## src/rtl/fetch_control.sv

```systemverilog
// Program-counter and fetch sequencing stage: sequential/branch/halt PC update,
// Start/Done program handshake, retired-instruction counter and branch-target LUT.
module fetch_control #(
  parameter int PC_W  = 10,
  parameter int CNT_W = 16
) (
  input  logic             Clk,
  input  logic             ResetN,
  input  logic             Start,
  input  logic             Stall,
  input  logic             Halt,
  input  logic             BranchEn,
  input  logic             ConditionalBranch,
  input  logic [4:0]       TargetIdx,
  input  logic             LutWe,
  input  logic [4:0]       LutAddr,
  input  logic [PC_W-1:0]  LutData,
  output logic [PC_W-1:0]  ProgCtr,
  output logic             Running,
  output logic             Done,
  output logic [CNT_W-1:0] InstrCount
);

  typedef enum logic [1:0] {
    IDLE,
    RUN,
    DONE
  } state_t;

  state_t           state;
  state_t           state_next;
  logic [PC_W-1:0]  pc_next;
  logic [CNT_W-1:0] cnt_next;
  logic [CNT_W-1:0] cnt_inc;
  logic             done_next;
  logic [PC_W-1:0]  lut [32];
  logic [PC_W-1:0]  lut_target;

  // Read sees pre-write contents, so a same-cycle write/branch collision uses the old value.
  assign lut_target = lut[TargetIdx];
  assign cnt_inc    = (InstrCount == '1) ? InstrCount : InstrCount + CNT_W'(1);
  assign Running    = (state == RUN);

  always_ff @(posedge Clk or negedge ResetN) begin
    if (!ResetN) begin
      for (int i = 0; i < 32; i++) begin
        lut[i] <= '0;
      end
    end else if (LutWe) begin
      lut[LutAddr] <= LutData;
    end
  end

  always_ff @(posedge Clk or negedge ResetN) begin
    if (!ResetN) begin
      state      <= IDLE;
      ProgCtr    <= '0;
      InstrCount <= '0;
      Done       <= 1'b0;
    end else begin
      state      <= state_next;
      ProgCtr    <= pc_next;
      InstrCount <= cnt_next;
      Done       <= done_next;
    end
  end

  always_comb begin
    state_next = state;
    pc_next    = ProgCtr;
    cnt_next   = InstrCount;
    done_next  = Done;
    case (state)
      IDLE, DONE: begin
        if (Start) begin
          pc_next    = '0;
          cnt_next   = '0;
          done_next  = 1'b0;
          state_next = RUN;
        end
      end
      RUN: begin
        // Priority: restart, stall, halt, taken branch, sequential.
        if (Start) begin
          pc_next  = '0;
          cnt_next = '0;
        end else if (Stall) begin
          pc_next = ProgCtr;
        end else if (Halt) begin
          done_next  = 1'b1;
          cnt_next   = cnt_inc;
          state_next = DONE;
        end else if (BranchEn && ConditionalBranch) begin
          pc_next  = lut_target;
          cnt_next = cnt_inc;
        end else begin
          pc_next  = ProgCtr + PC_W'(1);
          cnt_next = cnt_inc;
        end
      end
      default: begin
        state_next = IDLE;
      end
    endcase
  end

endmodule
```

## config.mk

```make
export PLATFORM = sky130hd
export DESIGN_NAME = fetch_control
export DESIGN_NICKNAME = d
export VERILOG_FILES = /design/src/rtl/fetch_control.sv
export SDC_FILE = /design/constraint.sdc
export NUM_CORES = 1
export LEC_CHECK = 0
export CAP_MARGIN = 20
export CORE_MARGIN = 3
export CORE_UTILIZATION = 49
export DETAILED_ROUTE_END_ITERATION = 10
export GPL_TIMING_DRIVEN = 0
export PLACE_DENSITY = 0.66
export RECOVER_POWER = 100
export SLEW_MARGIN = 10
export SYNTH_ARGS = -nofsm -noshare
export SYNTH_HDL_FRONTEND = slang
export SYNTH_SLANG_ARGS = --single-unit
```

## constraint.sdc

```tcl
create_clock -name Clk -period 2.36 [get_ports Clk]
set_input_delay 0.59 -clock Clk [delete_from_list [all_inputs] [get_ports Clk]]
set_output_delay 0.59 -clock Clk [all_outputs]
set_load 0.05 [all_outputs]
```

Yosys cells after proc, flatten, opt, wreduce, memory -nomap -nowiden
Index checks and enable logic that the tools add are counted.
- logic and storage cells: 89
- flip-flop bits (word level): 349
- output and inout bits: 28
- input port bits: 28
- bitwise gates (word level): 2
- mux-type cells: 27
- reduce and logical (&&, ||, !) cells: 9
- equal/unequal tests: 10
- add/sub/neg operators: 2
- order comparisons: 3
- operators with widths (kind ; number):
    320-bit bitwise mux ; 1
    10-bit 2-to-1 mux ; 8
    16-bit 2-to-1 mux ; 4
    10-bit binary-select mux with 5-bit select ; 1
    10-bit demux with 5-bit select ; 1
    16-bit case mux with 2 select lines ; 1
    10-bit case mux with 2 select lines ; 1
    16-bit by 1-bit adder with 16-bit output, second input constant ; 1
    16-bit == test, second input constant ; 1
    6-bit greater-or-equal comparator, second input constant ; 2
    5-bit inverter with 6-bit output ; 2
    4-bit AND reduction ; 3
    10-bit by 1-bit adder with 10-bit output, second input constant ; 1
    3-bit inequality test, second input constant ; 3
    2-bit 2-to-1 mux ; 4
    2-bit inequality test, second input constant ; 4
    6-bit by 1-bit less-than comparator with 1-bit output, second input constant ; 1
    5-bit AND reduction ; 1
    1-bit 2-to-1 mux ; 4
    2-bit case mux with 2 select lines ; 1
    2-bit by 1-bit == test with 1-bit output, second input constant ; 1
    2-bit == test, second input constant ; 1
    1-bit logical AND ; 2
    2-bit zero test ; 1
    3 further kinds ; 3

Longest topological paths before layout
Gate-level depths: netlist of run 1.
- word-level depth: 9
- depth in mapped cells: 8
- gate-level depth less buffers: 6

Worst setup path before layout of run 1
Ideal clock, no wire load.
- path type: input-to-reg
- start point: input port TargetIdx[0]
- end point: register ProgCtr[9]
- path buffers: 2
- arrival: 2.087 ns
- data required time: 2.233 ns
- stages: 7
- library setup time: 0.127 ns
- setup slack: 0.146 ns
- path through: buf_6 > buf_2 > mux4_2 > nand3_1 > o2111ai_1 > a222oi_1 > inv_1
- cells in the longest elaborated chain, start to end: 9
- ends and longest elaborated chain (what ; line ; source):
    start, declared ; 14 ; input logic [4:0] TargetIdx,
    5-bit inverter with 6-bit output (implied by the code) ; 40 ; assign lut_target = lut[TargetIdx];
    10-bit binary-select mux with 5-bit select ; 40 ;
    10-bit 2-to-1 mux (implied by the code) (2 in a row) ; 40 ;
    10-bit 2-to-1 mux ; 93 ; end else if (BranchEn && ConditionalBranch) begin
    10-bit 2-to-1 mux ; 89 ; end else if (Halt) begin
    10-bit 2-to-1 mux ; 87 ; end else if (Stall) begin
    10-bit 2-to-1 mux ; 84 ; if (Start) begin
    10-bit case mux with 2 select lines ; 73 ; case (state)
    end signal, assigned ; 62 ; ProgCtr <= pc_next;
    end, declared ; 18 ; output logic [PC_W-1:0] ProgCtr,
Every way passes these cells. The select of a mux whose other input is x is not followed.
A chain may end at the register's enable or synchronous reset.

Final worst setup path of run 1
- start point: input port TargetIdx[2]
- end point: register ProgCtr[8]
The elaborated chain is that of the path after synthesis.

==> results of run 1 <==
-- registers in the layout (all words and copies together), names as in the netlist --
name        cells
lut           320
InstrCount     16
ProgCtr        10
state           2
Done            1
-- layout by cell type, fill, tap and decap left out, drive strengths merged, types with 6 or more instances in the layout --
cell,netlist,final
a2111oi,8,8
a211oi,10,10
a21oi,13,13
and3,6,6
buf,26,28
clkbuf,45,122
clkdlybuf4s50,0,21
clkinv,0,8
dfrtp,349,349
dlygate4sd2,0,17
inv,9,9
mux2,322,322
mux2i,18,18
mux4,82,82
nand2,46,46
nand3,18,18
nor2,36,36
nor2b,12,12
nor3b,8,8
o21ai,9,9
xnor2,7,7
-- what timing repair did --
| action | 4_1_cts | 5_1_grt |
|---|---|---|
| setup buffers | 0 | 8 |
| setup endpoints to repair | 96 | 73 |
| resized for setup | 40 | 20 |
| pin swaps | 0 | 4 |
-- power breakdown --
group,internal [mW],switching [mW]
sequential,7.09,0.565
clock,3.53,2.42
combinational,1.54,1.22
total,12.2,4.21
-- final cells by class --
| cell class | count | area [sq um] | share of cell area, % |
|---|---|---|---|
| tap | 442 | 553 | 2.95 |
| buffer | 71 | 378 | 2.01 |
| multi-input combinational | 675 | 7280 | 38.8 |
| timing repair buffer | 60 | 512 | 2.73 |
| clock inverter | 10 | 55.1 | 0.294 |
| inverter | 9 | 33.8 | 0.180 |
| clock buffer | 58 | 1210 | 6.45 |
| sequential | 349 | 8730 | 46.6 |
-- per-stage QoR --
step           hold WS (ns)  TNS (ns)  instances
2_1_floorplan         0.294         0       1104
3_3_place_gp          0.470  -5245.26       1593
3_5_place_dp          0.475   -111.38       1598
4_1_cts              0.0276     -5.42       1666
5_1_grt              0.0198     -1.33       1674
6_report            -0.0128  -0.00858       1674
-- routing by layer --
layer | global-route usage, % | routed length (um)
met3 | 3.39 | 1910
met1 | 34.9 | 18900
met5 | 0 | 0
met2 | 39.1 | 20200
met4 | 4.98 | 732
-- Yosys cell counts (6+ instances only) --
| cell type | number |
|---|---|
| nor2b_1 | 12 |
| xnor2_1 | 7 |
| dfrtp_1 | 349 |
| and3_1 | 6 |
| a211oi_1 | 10 |
| a21oi_1 | 13 |
| nor3b_1 | 7 |
| buf_2 | 16 |
| inv_1 | 9 |
| mux4_2 | 82 |
| mux2i_1 | 18 |
| nor2_2 | 12 |
| clkbuf_1 | 45 |
| o21ai_0 | 8 |
| a2111oi_0 | 7 |
| nor2_1 | 24 |
| nand3_1 | 18 |
| mux2_2 | 320 |
| nand2_1 | 46 |
| buf_4 | 6 |
-- logic make-up (layout without fill, tap and decap cells) --
kind of cell / count (synthesis) / after routing / synth area share [%]
AOI/OAI and AO/OA: 79 / 79 / 3.54
xor gates and xnor gates: 9 / 9 / 0.483
adders and majority gates: 2 / 2 / 0.153
buffers and inverters: 80 / 208 / 2.24
DFF: 349 / 349 / 53.5
muxes: 422 / 422 / 34.6
and+or+nand+nor: 163 / 163 / 5.41
-- final timing paths --
kind | end | slack, ns | depth (start not counted)
setup / recovery | ProgCtr[8]$_DFFE_PN0P_ | -0.009 | 7
min in group Clk | state[1]$_DFFE_PN0P_ | 0.36 | 2
hold reg to reg | lut[194]$_DFFE_PN0P_ | 0.50 | 1
hold / removal | InstrCount[14]$_DFFE_PN0P_ | -0.01 | 1
max in group asynchronous | lut[305]$_DFFE_PN0P_ | 0.42 | 3
setup reg to reg | ProgCtr[7]$_DFFE_PN0P_ | 0.12 | 5
==> results_dict.tcl, run 1 <==
set metrics [dict create \
    status "finished, violations left" \
    violations "hold timing, setup timing" \
    maxCapViolations 0 \
    grt-ovfl-total 0 \
    power.total_mw 16.4 \
    period_share_pct 100 \
    startpoint "TargetIdx[2]" \
    gp_congestion 0.865 \
    syn_area_sq_um 16300 \
    rr_startpoint "state[0]$_DFFE_PN0P_" \
    drive_gt1_share_pct 43.3 \
    track_usage_pct 24.0 \
    synthFlopType "dfrtp_1" \
    path_max_fanout 10 \
    fmax_ghz 0.422 \
    slowest_stage "clkdlybuf4s50_1" \
    cts_inserted_buffers 38 \
    drt-initial-drc-count 647 \
    arrival_ns 2.76 \
    worstSetupPathType "input port to flip-flop" \
    h-tree-depth 2 \
    wl_per_cell_um 24.9 \
    grt_pass1_vias 10500 \
    powerDensity_nw_per_um2 873 \
    synth_area_leaders "dfrtp_1 54%, mux2_2 22%, mux4_2 11%" \
    yosysWarningCount 0 \
    dp_hpwl_mm 28.2 \
    p_leak_nw 8.26 \
    relSlewSlack_pct 8.65 \
    critical_path_buf_inv_count 4 \
    ant_nets 0 \
    fp.dieW_um 188 \
    ir_worst_vdd_uv 616 \
    syn_inst 1104 \
    synth-async-reset-ratio_pct 100 \
    crit_top_cell "buf_4" \
    period_needed_ns 2.37 \
    crit_path_start_kind "input port" \
    postCtsHoldBufs 0 \
    antenna_cells 0 \
    path_cells "clkdlybuf4s50_1, buf_4, buf_4, clkbuf_2, mux4_2, mux2i_4, o21ai_1" \
    setup_slack_ns -0.00858 \
    end_kind "flip-flop" \
    slowest_delay_ns 0.54 \
    route.vias.total 10100 \
    holdWs_ns -0.0128 \
    layout.nets 1234 \
    path_clk_slew_ns 0.06 \
    place_area_sq_um 17400 \
    drt_wl_total_mm 41.7 \
    ys_types 64 \
    final_util_pct 57.3 \
    required_ns 2.75 \
    synth_top_area_share_pct 53.5 \
    rows 66 \
    port_buffers 47 \
    worst_path_dominant_cell_family "buffers and inverters" \
    clk_latency_ns 0.52 \
    grt_pass1_wl_mm 65.0 \
    start_util_pct 49.9 \
    hold_viol_final 2 \
    dr.pass1.iters 5 \
    cts.sinks 349 \
    cts_tree "yes" \
    worstHoldPathType "input port to asynchronous set/reset pin" \
    setup_viol 1 \
    design_area_sq_um 18800 \
    worst_pin_slew_ns 1.37 \
    rsz0062_at_grt "yes" \
    ys_seq_area_share_pct 53.5 \
    grt_max_degree 102 \
    fill_cells 2647 \
    skew_ns 0.0122 \
    syn_area_per_cell_sq_um 14.8 \
    via_per_inst 6.03 \
    antenna_found_initial 0 \
    ys_seq_elements 349 \
    syn-num-nets 1134 \
    cts_root_buf "clkbuf_16" \
    place_ws_ns -1.27 \
    cts_buffer_depth 3 \
    finalMaxSlewViolations 0 \
    drc 0 \
    io_pins 56 \
    core_sq_um 32700 \
    die_area_sq_um 35500 \
    area_growth_pct 14.9 \
    dieHeight_um 188 \
    synth_top_area_cell "dfrtp_1" \
    synth_edf_count 0 \
]
(Power assumes the default switching activity.)
==> inputs of run 2 (changes only) <==
--- a/config.mk
+++ b/config.mk
@@ -7,10 +7,10 @@
 export LEC_CHECK = 0
 export CAP_MARGIN = 20
 export CORE_MARGIN = 3
-export CORE_UTILIZATION = 49
+export CORE_UTILIZATION = 55
 export DETAILED_ROUTE_END_ITERATION = 10
 export GPL_TIMING_DRIVEN = 0
-export PLACE_DENSITY = 0.66
+export PLACE_DENSITY = 0.73
 export RECOVER_POWER = 100
 export SLEW_MARGIN = 10
 export SYNTH_ARGS = -nofsm -noshare
==> run 2 against run 1 <==
  * The run now ends clean
  * Sequential share of layout area is 0.14 points higher
  * Die area is 11% lower
  * Combinational power hardly changed
==> results_dict.tcl, run 2 (synthesis results as in run 1) <==
set metrics [dict create \
    dp.cells 1540 \
    final_util_pct 64.6 \
    drc 0 \
    cts.sinks 349 \
    cts_tree "yes" \
    period_needed_ns 2.32 \
    layout.nets 1234 \
    worstSetupPathType "flip-flop to output port" \
    postCtsHoldBufs 0 \
    grt_pass1_vias 10500 \
    final_cells 1615 \
    fill_cells 2133 \
    p_int_mw 12.0 \
    hold_viol_final 0 \
    worst_path_dominant_cell_family "buffers and inverters" \
    timing.rr.end "InstrCount[4]$_DFFE_PN0P_" \
    via_per_inst 6.28 \
    die_area_sq_um 31800 \
    grt-ovfl-total 0 \
    drt_wl_total_mm 41.0 \
    critical_path_buf_inv_count 1 \
    skew_ns 0.0160 \
    clock_power_share_pct 35.3 \
    antenna_found_initial 0 \
    regArea_sq_um 8730 \
    drive_gt1_share_pct 42.6 \
    gp_congestion 0.919 \
    dp_hpwl_mm 27.7 \
    dieHeight_um 178 \
    place_ws_ns -1.13 \
    largest_register_ffs 320 \
    end_kind "output port" \
    slowest_delay_ns 0.82 \
    p_leak_nw 8.27 \
    powerDensity_nw_per_um2 863 \
    setup_viol 0 \
    worstHoldPathType "input port to asynchronous set/reset pin" \
    start_util_pct 56.4 \
    comb_power_share_pct 17.2 \
    finalMaxSlewViolations 0 \
    rows 62 \
    design_area_sq_um 18700 \
    track_usage_pct 26.7 \
    crit_path_start_kind "flip-flop" \
    fp.dieW_um 178 \
    route.vias.total 10100 \
    final_cell_mix "349 x dfrtp_1, 318 x mux2_2, 82 x mux4_2, 62 x clkbuf_1, 46 x nand2_1" \
    path_max_fanout 3 \
    core_sq_um 28900 \
    grt_max_degree 110 \
    ir_worst_vdd_uv 588 \
    period_share_pct 98.2 \
    maxCapViolations 0 \
    holdWs_ns 0.00493 \
    clk_latency_ns 0.52 \
    place_area_sq_um 17400 \
    crit_cells 1 \
    final_common_cell "dfrtp_1" \
    rr_startpoint "state[0]$_DFFE_PN0P_" \
    power.total_mw 16.1 \
    cts_inserted_buffers 38 \
    wl_per_cell_um 25.4 \
    rsz0062_at_grt "no" \
    port_buffers 47 \
    cts_root_buf "clkbuf_16" \
    cts_buffer_depth 3 \
    required_ns 1.77 \
    r2r_cells 8 \
    drt-initial-drc-count 908 \
    dr.pass1.iters 6 \
    ant_nets 0 \
    fmax_ghz 0.432 \
    io_pins 56 \
    relSlewSlack_pct 41.1 \
    area_growth_pct 14.6 \
    multiInputGateArea_sq_um 7280 \
    top_register "lut" \
    power_switching_mw 4.14 \
    antenna_cells 0 \
    crit_end "InstrCount[15]" \
    tns_ns 0 \
    p_sw_share_pct 25.7 \
    h-tree-depth 2 \
    path_clk_slew_ns 0.06 \
    seq_power_share_pct 47.5 \
    slowest_stage "clkdlybuf4s50_1" \
    grt_pass1_wl_mm 63.3 \
    setup_slack_ns 0.0431 \
    startpoint "InstrCount[15]$_DFFE_PN0P_" \
    reg2reg_setup_slack_ns 0.16 \
    status "complete, no violations" \
    worst_pin_slew_ns 0.883 \
    arrival_ns 1.73 \
    path_cells "clkdlybuf4s50_1" \
    biggestRegsByFlops "lut (320), InstrCount (16), ProgCtr (10)" \
]
run 2: layout make-up:
class                           count  share of cell area, %
Clock buffer                       59                   6.16
Timing Repair Buffer               60                   3.07
Sequential cell                   349                   46.7
Multi-Input combinational cell    675                   39.0
Buffer                             71                   2.10
Tap cell                          384                   2.57
Clock inverter                      8                  0.254
Inverter                            9                  0.181
run 2: power by group through the flow:
stage	registers (mW)	clock network (mW)	logic [mW]
finish	7.66	5.70	2.78
global route	7.79	6.03	2.97
CTS	7.65	5.78	2.80
detailed placement	7.75	0	2.76
global placement	7.72	0	2.67
floorplan	7.68	0	1.90
run 2: repair_timing:
| action | CTS | global route |
|---|---|---|
| gates cloned | 0 | 0 |
| pin swaps | 0 | 8 |
| resized for setup | 42 | 21 |
| endpoints found under the setup margin | 86 | 55 |
| setup buffers | 1 | 7 |
run 2: worst min-delay path by stage:
| stage | from | to | slack [ns] | depth (start not counted) |
|---|---|---|---|---|
| 2_1_floorplan | ResetN | Done$_DFFE_PN0P_ | 0.29 | 0 |
| 3_3_place_gp | lut[194]$_DFFE_PN0P_ | lut[194]$_DFFE_PN0P_ | 0.48 | 1 |
| 3_5_place_dp | lut[194]$_DFFE_PN0P_ | lut[194]$_DFFE_PN0P_ | 0.48 | 1 |
| 4_1_cts | ResetN | InstrCount[6]$_DFFE_PN0P_ | 0.05 | 1 |
| 5_1_grt | ResetN | InstrCount[6]$_DFFE_PN0P_ | 0.05 | 1 |
| 6_report | ResetN | InstrCount[6]$_DFFE_PN0P_ | 0.005 | 1 |
run 2: metal layers:
layer  vias to the layer above  GRT usage [%]  part of all wire [%]
li1                       4333              -                     -
met1                      5417           37.9                    43
met2                       315           43.1                    48
met3                        73           4.45                   5.6
met4                         0           7.73                   2.9
met5                         -              0                     0
==> inputs of run 3 (changes only) <==
--- a/config.mk
+++ b/config.mk
@@ -6,11 +6,12 @@
 export NUM_CORES = 1
 export LEC_CHECK = 0
 export CAP_MARGIN = 20
-export CORE_MARGIN = 3
+export CORE_MARGIN = 2
 export CORE_UTILIZATION = 55
 export DETAILED_ROUTE_END_ITERATION = 10
+export GPL_ROUTABILITY_DRIVEN = 0
 export GPL_TIMING_DRIVEN = 0
-export PLACE_DENSITY = 0.73
+export PLACE_DENSITY = 0.76
 export RECOVER_POWER = 100
 export SLEW_MARGIN = 10
 export SYNTH_ARGS = -nofsm -noshare
==> constraint.sdc (replaced) <==
create_clock -name Clk -period 2 [get_ports Clk]
set_input_delay 0.5 -clock Clk [delete_from_list [all_inputs] [get_ports Clk]]
set_output_delay 0.5 -clock Clk [all_outputs]
set_load 0.05 [all_outputs]
==> run 3 against run 2 <==
  * The flow now finishes with violations (setup timing)
  * Clock skew is 0.0075 ns higher
  * Via count grew 2.7%
  * Clock-buffer cell count down 2
  * Critical path type is now input port to flip-flop
  * Critical endpoint is now lut[295]$_DFFE_PN0P_
==> results_dict.tcl, run 3 (synthesis results as in run 1) <==
set metrics [dict create \
    status "finished, violations left" \
    violations "setup timing" \
    worstHoldPathType "input port to asynchronous set/reset pin" \
    seq_power_share_pct 46.3 \
    cts_inserted_buffers 37 \
    dr.pass1.iters 5 \
    setup_slack_ns -0.0798 \
    grt_max_degree 94 \
    path_max_fanout 10 \
    grt_pass1_wl_mm 64.9 \
    place_area_sq_um 17400 \
    biggestRegsByFlops "lut (320), InstrCount (16), ProgCtr (10)" \
    crit_path_start_kind "input port" \
    cts_tree "yes" \
    route.vias.total 10400 \
    cts_buffer_depth 3 \
    p_leak_nw 8.45 \
    fp.dieW_um 176 \
    finalMaxSlewViolations 0 \
    h-tree-depth 2 \
    maxCapViolations 0 \
    comb_power_share_pct 17.3 \
    power_switching_mw 5.01 \
    dp_hpwl_mm 27.7 \
    cts_root_buf "clkbuf_16" \
    rsz0062_at_grt "yes" \
    drt_wl_total_mm 42.4 \
    drt-initial-drc-count 782 \
    core_sq_um 29400 \
    ir_worst_vdd_uv 756 \
    worstSetupPathType "input port to flip-flop" \
    io_pins 56 \
    relSlewSlack_pct 21.3 \
    clk_latency_ns 0.53 \
    fmax_ghz 0.481 \
    skew_ns 0.0234 \
    postCtsHoldBufs 0 \
    fill_cells 2091 \
    p_sw_share_pct 25.5 \
    antenna_cells 0 \
    drc 0 \
    end_kind "flip-flop" \
    drive_gt1_share_pct 47.5 \
    dieHeight_um 176 \
    grt_pass1_vias 10700 \
    required_ns 2.40 \
    cts.sinks 349 \
    final_cell_mix "346 x dfrtp_1, 320 x mux2_2, 82 x mux4_2, 49 x clkbuf_1, 39 x clkbuf_16" \
    p_int_mw 14.6 \
    area_growth_pct 18.3 \
    worst_pin_slew_ns 1.18 \
    hold_viol_final 0 \
    grt-ovfl-total 0 \
    antenna_found_initial 1 \
    start_util_pct 55.5 \
    wl_per_cell_um 25.9 \
    period_needed_ns 2.08 \
    ant_nets 0 \
    path_clk_slew_ns 0.06 \
    final_cells 1637 \
    top_register "lut" \
    design_area_sq_um 19300 \
    period_share_pct 104 \
    track_usage_pct 28.2 \
    dp.cells 1547 \
    largest_register_ffs 320 \
    die_area_sq_um 31100 \
    setup_viol 47 \
    arrival_ns 2.48 \
    layout.nets 1249 \
    via_per_inst 6.36 \
    port_buffers 47 \
    final_common_cell "dfrtp_1" \
    clock_power_share_pct 36.5 \
    powerDensity_nw_per_um2 1020 \
    final_util_pct 65.6 \
    rows 63 \
]
run 3: cell types whose count changed in the layout (fill, tap and decap cells not counted), moves of 6 or more:
cell | before | now
buf_12 | 1 | 14
clkbuf_1 | 62 | 49
buf_4 | 11 | 23
nand2_1 | 46 | 35
nand2_2 | 0 | 11
dlygate4sd2_1 | 16 | 7
clkdlybuf4s15_2 | 0 | 8
nor2_4 | 7 | 15
clkdlybuf4s15_1 | 0 | 7
clkdlybuf4s50_1 | 22 | 15
nor2_2 | 6 | 0
run 3: final timing paths:
check                      depth (start not counted)                         to  slack (ns)                 startpoint
max                                                5       lut[295]$_DFFE_PN0P_       -0.08                      LutWe
max reg2reg                                        7  InstrCount[4]$_DFFE_PN0P_        0.04  InstrCount[0]$_DFFE_PN0P_
min                                                1        lut[59]$_DFFE_PN0P_        0.24                     ResetN
min reg2reg                                        1       lut[194]$_DFFE_PN0P_        0.49       lut[194]$_DFFE_PN0P_
max in group asynchronous                          2       lut[231]$_DFFE_PN0P_        0.29                     ResetN
min in group Clk                                   2       state[1]$_DFFE_PN0P_        0.27                      Start
run 3: stage by stage:
step / hold WS (ns) / TNS (ns) / total power [mW] / setup slack [ns]
2_1_floorplan: 0.204 / -2.77 / 11.3 / -0.0686
3_3_place_gp: 0.467 / -5290.61 / 12.3 / -15.88
3_5_place_dp: 0.474 / -205.45 / 12.4 / -1.38
4_1_cts: 0.00459 / -5.89 / 19.7 / -0.266
5_1_grt: 0.274 / -10.25 / 20.4 / -0.156
6_report: 0.245 / -2.01 / 19.6 / -0.0798
run 3: what timing repair did:
item / CTS / global route
resized for setup: 118 / 52
pin swaps: 10 / 10
buffers inserted: 16 / 11
setup endpoints to repair: 199 / 248
run 3: power by group through the flow:
stage | sequential (mW) | clock [mW] | combinational, mW
3_5_place_dp | 9.16 | 0 | 3.27
6_report | 9.08 | 7.16 | 3.39
5_1_grt | 9.21 | 7.56 | 3.61
2_1_floorplan | 9.06 | 0 | 2.24
3_3_place_gp | 9.11 | 0 | 3.14
4_1_cts | 9.06 | 7.24 | 3.37
run 3: critical path, cell delays in order:
cell	delay, ns
clkdlybuf4s50_1	0.58
nand2_1	0.10
nor2_1	0.25
nand2_1	0.56
mux2_2	0.48
run 3: per-layer routing:
| layer | part of all wire [%] | track usage (%) |
|---|---|---|
| met1 | 41 | 39.0 |
| met2 | 49 | 45.4 |
| met3 | 7.3 | 5.47 |
| met4 | 3.3 | 9.44 |
| met5 | 0 | 0 |
run 3: final cells by class:
cell class | count | area [sq um] | share of cell area, %
Sequential cell | 349 | 8740 | 45.3
Clock inverter | 10 | 158 | 0.817
Multi-Input combinational cell | 675 | 7470 | 38.7
Clock buffer | 57 | 1110 | 5.77
Buffer | 67 | 457 | 2.37
Inverter | 9 | 33.8 | 0.175
Tap cell | 390 | 488 | 2.53
Timing Repair Buffer | 80 | 841 | 4.36
